**src/rtl/pulse_stretcher.sv**
```systemverilog
// -----------------------------------------------------------------------------
// pulse_stretcher
//
// Purpose:
//   Turns single-cycle event pulses into level windows of programmable width.
//   An accepted trigger raises level_out on the next cycle and holds it high
//   for L cycles, where L = len, or 1 when len is 0. An optional hold-off
//   period of forced idle cycles can follow each completed window. Triggers
//   that cannot be honoured are counted in a saturating 8-bit drop counter.
//
// Parameters:
//   CNT_W     width of len and of the window counter
//   HOLDOFF   idle cycles forced after each completed window (0 = none)
//   RETRIGGER 0: triggers during a window are dropped
//             1: a trigger during a window reloads it with the new length
//
// Ports:
//   clk        clock, rising-edge
//   rst_n      asynchronous active-low reset
//   trig       event pulse, sampled on every rising edge
//   len        window length, sampled only when a trigger is accepted
//   clr_drop   synchronous clear of drop_cnt
//   level_out  stretched level (registered)
//   busy       high while a window or hold-off is in progress (registered)
//   done       one-cycle pulse on the cycle after a window's last cycle
//   drop_cnt   number of rejected triggers, saturating at 255
// -----------------------------------------------------------------------------
module pulse_stretcher #(
  parameter int CNT_W     = 8,
  parameter int HOLDOFF   = 0,
  parameter int RETRIGGER = 0
) (
  input  logic             clk,
  input  logic             rst_n,
  input  logic             trig,
  input  logic [CNT_W-1:0] len,
  input  logic             clr_drop,
  output logic             level_out,
  output logic             busy,
  output logic             done,
  output logic [7:0]       drop_cnt
);

  typedef enum logic [1:0] {
    ST_IDLE    = 2'd0,
    ST_ACTIVE  = 2'd1,
    ST_HOLDOFF = 2'd2
  } state_t;

  // The hold-off counter needs at least one bit even when hold-off is unused.
  localparam int              HO_W    = (HOLDOFF > 0) ? $clog2(HOLDOFF + 1) : 1;
  localparam logic [HO_W-1:0] HO_LOAD = HO_W'(HOLDOFF);
  localparam logic [HO_W-1:0] HO_ONE  = HO_W'(1);
  localparam logic [CNT_W-1:0] CNT_ONE = CNT_W'(1);

  state_t           state_reg, state_next;
  logic [CNT_W-1:0] cnt_reg, cnt_next;
  logic [HO_W-1:0]  hcnt_reg, hcnt_next;
  logic             level_reg, level_next;
  logic             busy_reg, busy_next;
  logic             done_reg, done_next;
  logic [7:0]       drop_reg, drop_next;

  logic [CNT_W-1:0] eff_len;
  logic             last_cycle;
  logic             drop_evt;

  // A zero length still produces a one-cycle window.
  assign eff_len    = (len == '0) ? CNT_ONE : len;
  // cnt_reg holds the number of active cycles remaining, including this one.
  assign last_cycle = (cnt_reg == CNT_ONE);

  // ---------------------------------------------------------------------------
  // State register
  // ---------------------------------------------------------------------------
  always_ff @(posedge clk or negedge rst_n) begin
    if (!rst_n) begin
      state_reg <= ST_IDLE;
      cnt_reg   <= '0;
      hcnt_reg  <= '0;
      level_reg <= 1'b0;
      busy_reg  <= 1'b0;
      done_reg  <= 1'b0;
      drop_reg  <= 8'd0;
    end else begin
      state_reg <= state_next;
      cnt_reg   <= cnt_next;
      hcnt_reg  <= hcnt_next;
      level_reg <= level_next;
      busy_reg  <= busy_next;
      done_reg  <= done_next;
      drop_reg  <= drop_next;
    end
  end

  // ---------------------------------------------------------------------------
  // Next-state and output logic
  // ---------------------------------------------------------------------------
  always_comb begin
    state_next = state_reg;
    cnt_next   = cnt_reg;
    hcnt_next  = hcnt_reg;
    done_next  = 1'b0;
    drop_evt   = 1'b0;

    case (state_reg)
      ST_IDLE: begin
        if (trig) begin
          state_next = ST_ACTIVE;
          cnt_next   = eff_len;
        end
      end

      ST_ACTIVE: begin
        if (last_cycle) begin
          // The window completes regardless of what happens next.
          done_next = 1'b1;
          if (HOLDOFF > 0) begin
            state_next = ST_HOLDOFF;
            hcnt_next  = HO_LOAD;
            cnt_next   = '0;
            // No window can start during the hold-off that follows.
            drop_evt   = trig;
          end else if (trig) begin
            // Back-to-back: a new window starts with no gap in level_out.
            cnt_next = eff_len;
          end else begin
            state_next = ST_IDLE;
            cnt_next   = '0;
          end
        end else begin
          cnt_next = cnt_reg - CNT_ONE;
          if (trig) begin
            if (RETRIGGER != 0) begin
              cnt_next = eff_len;
            end else begin
              drop_evt = 1'b1;
            end
          end
        end
      end

      ST_HOLDOFF: begin
        drop_evt = trig;
        if (hcnt_reg == HO_ONE) begin
          state_next = ST_IDLE;
          hcnt_next  = '0;
        end else begin
          hcnt_next = hcnt_reg - HO_ONE;
        end
      end

      default: begin
        state_next = ST_IDLE;
        cnt_next   = '0;
        hcnt_next  = '0;
      end
    endcase

    // Level and busy are decoded from the next state so they register
    // alongside it.
    level_next = (state_next == ST_ACTIVE);
    busy_next  = (state_next != ST_IDLE);

    // A clear coinciding with a drop leaves exactly that one drop counted.
    if (clr_drop) begin
      drop_next = drop_evt ? 8'd1 : 8'd0;
    end else if (drop_evt && (drop_reg != 8'hFF)) begin
      drop_next = drop_reg + 8'd1;
    end else begin
      drop_next = drop_reg;
    end
  end

  assign level_out = level_reg;
  assign busy      = busy_reg;
  assign done      = done_reg;
  assign drop_cnt  = drop_reg;

endmodule

```
**config.mk**
```make
export PLATFORM = sky130hd
export DESIGN_NAME = pulse_stretcher
export DESIGN_NICKNAME = d
export VERILOG_FILES = /design/src/rtl/pulse_stretcher.sv
export SDC_FILE = /design/constraint.sdc
export NUM_CORES = 1
export LEC_CHECK = 0
export CAP_MARGIN = 20
export CORE_MARGIN = 2
export CORE_UTILIZATION = 57
export DETAILED_ROUTE_END_ITERATION = 12
export PLACE_DENSITY_LB_ADDON = 0.1
export SLEW_MARGIN = 10
export SYNTH_ARGS = -nofsm -noshare
export SYNTH_HDL_FRONTEND = slang
export SYNTH_SLANG_ARGS = --single-unit
```
**constraint.sdc**
```tcl
create_clock -name clk -period 2.99 [get_ports clk]
set_clock_uncertainty 0.1 [all_clocks]
set_input_delay 0.598 -clock clk [delete_from_list [all_inputs] [get_ports clk]]
set_output_delay 0.598 -clock clk [all_outputs]
set_load 0.02 [all_outputs]
```
==> run_results.csv <==
group,metric,value,unit
synth,synth_edf_count,0,
run_status,status,"complete, no violations",
cts,h-tree-depth,1,
sta,tns,0,ps
sta,rsz0062_at_grt,"no",
cts,ctsHoldBuffers,0,
global_routing,grt_start_max_net_pins,23,
sta,relSlewSlack,40.5,%
sta,clock.fmax,448,MHz
sta,finalCritPeriodShare,74.7,%
floorplan,die_h,54.9,um
sta,finalHoldViolations,0,
layout,antennaDiodeCount,0,
drt,vias,1312,
synth,synth_warnings,0,
synth,ys_ff_latch,22,
power,p_per_area,795,nW/um^2
drt,firstDrtPassIters,4,
worst_setup_path,cp.arrival,2380,ps
global_routing,antenna_found_initial,0,
placed_design,dpl-instance-area,1710,um^2
floorplan,die_area,3010,um^2
sta,setup_ws,757,ps
synth,async_flop_share,100,%
cts,post_cts_buffers,0,
synth,ys.flop_type,"dfrtp_1",
global_routing,grt_pass1_vias,1227,
power,p_leak,0.756,nW
floorplan,start_util,60.1,%
synth,synth_area,1480,um^2
placed_design,dp_hpwl,2.52,mm
worst_setup_path,rr_worst_depth,6,
layout,fin_nets,200,
cts,cts_buffers,3,
synth,synth_area_leaders,"dfrtp_1, ha_1, mux2i_1",
synth,yosysTopAreaCell,"dfrtp_1",
floorplan,rows,18,
layout,drive_gt1_share,8.33,%
synth,yosysMostFrequentCell,"dfrtp_1",
min_path,hold_depth,1,
synth,synthCells,159,
floorplan,ios,23,
placed_design,dp_slack,591,ps
cts,cts_max_path_buffers,2,
cts,insertion_delay,320,ps
drt,ant_nets,0,
worst_setup_path,worst-setup-path-type,"reg2reg",
cts,clockRootBuffer,"clkbuf_4",
synth,synthTopCellsByCount,"dfrtp_1, nand2_1, nor2_1",
drt,wl,3.41,mm
sta,worst_slew_pin_slew,884,ps
global_routing,grt_usage,25.0,%
run,max_cap_violations,0,
synth,ys_seq_area_share,37.3,%
cts,clock-sinks,22,
placed_design,numPortBuffers,22,
floorplan,core_area,2450,um^2
cts,clk_pin_slew_worst_paths,140,ps
synth,syn_area_per_cell,9.29,um^2
global_routing,overflow,0,
worst_setup_path,start_kind,"flop",
cts,cts_tree,"done",
placed_design,gp_congestion,0.896,
min_path,hp-class,"reg2reg",
worst_setup_path,end_kind,"flop",
drt,wire_per_inst,16.2,um
layout,fin_area,1760,um^2
worst_setup_path,critPathMaxFanout,13,
drt,remaining_drc_errors,0,
worst_setup_path,required,3140,ps
synth,synthDistinctLibCells,47,
sta,post-route-min-period,2230,ps
floorplan,die_w,54.9,um
cts,cts.repair.resized,0,
power,peakVddDrop,0.593,mV
global_routing,grt_pass1_wl,5.35,mm
sta,final-setup-viol-count,0,
drt,first_iter_violations,46,
layout,areaGrowthSynthToFinish,19.2,%
layout,post-route-util,71.7,%
synth,syn_nets,178,
synth,yosysTopAreaCellShare,37.3,%
sta,final-max-slew-violation-count,0,
drt,viasPerCell,6.25,
[cells in the final DEF, fill, tap and decap left out, drive strengths merged, types with 4 or more instances in the layout]
cell type and count:
a21oi 10, and3 4, clkdlybuf4s50 22, dfrtp 22
ha 7, inv 11, mux2i 6, nand2 13
nand2b 5, nor2 12, nor2b 4, or4 5
[path summary, 6_finish.rpt]
check | to | startpoint | slack, ps
setup / recovery | drop_cnt[7]$_DFFE_PN0P_ | state_reg[1]$_DFF_PN0_ | 760
setup reg to reg | drop_cnt[7]$_DFFE_PN0P_ | state_reg[1]$_DFF_PN0_ | 760
hold reg to reg | hcnt_reg$_DFFE_PN0N_ | hcnt_reg$_DFFE_PN0N_ | 420
hold / removal | hcnt_reg$_DFFE_PN0N_ | hcnt_reg$_DFFE_PN0N_ | 420
max in group asynchronous | drop_cnt[2]$_DFFE_PN0P_ | rst_n | 2040
min in group asynchronous | cnt_reg[3]$_DFFE_PN0P_ | rst_n | 520
[metrics by stage]
stage	hold slack (ps)	power, mW	std cells
floorplan	202	0.980	159
global placement	383	1.12	206
detailed placement	388	1.16	206
CTS	418	1.39	210
global route	438	1.48	210
finish	420	1.40	210
[routing by layer]
metal | wire length [um] | global-route usage [%]
met1 | 1540 | 32.2
met2 | 1670 | 42.5
met3 | 137 | 3.23
met4 | 63 | 9.76
met5 | 0 | 0
[cell type report]
cell class	count	area, um^2
clock inverters	1	30.0
fillers	209	696
repair buffers	24	235
multi-input cells	119	842
flip-flops and latches	22	551
clock buffers	3	22.5
inverters	11	41.3
well taps	30	37.5
[cells by family (layout without fill, tap and decap cells)]
logic type | count (synthesis) | after routing | share of synthesized area [%]
XOR/XNOR | 2 | 2 | 1.19
buffers and inverters | 18 | 39 | 5.68
flip-flops | 22 | 22 | 37.3
AND/OR/NAND/NOR | 60 | 60 | 23.1
adder cells (fa/ha/maj) | 7 | 7 | 5.93
AO/OA/AOI/OAI | 42 | 42 | 20.9
multiplexers | 8 | 8 | 5.85
[report_power, final]
group	internal [mW]	total, mW	switching [mW]
Sequential	0.381	0.497	0.116
Combinational	0.308	0.664	0.356
Clock	0.136	0.237	0.101
Total	0.824	1.40	0.574
[critical path, stage by stage (launching register included)]
cell	delay, ps
dfrtp_1	440
inv_1	90
ha_1	360
o211ai_1	150
a31o_2	320
or4_1	530
a21oi_1	170
Note: power is estimated with default switching activity, not from simulation.
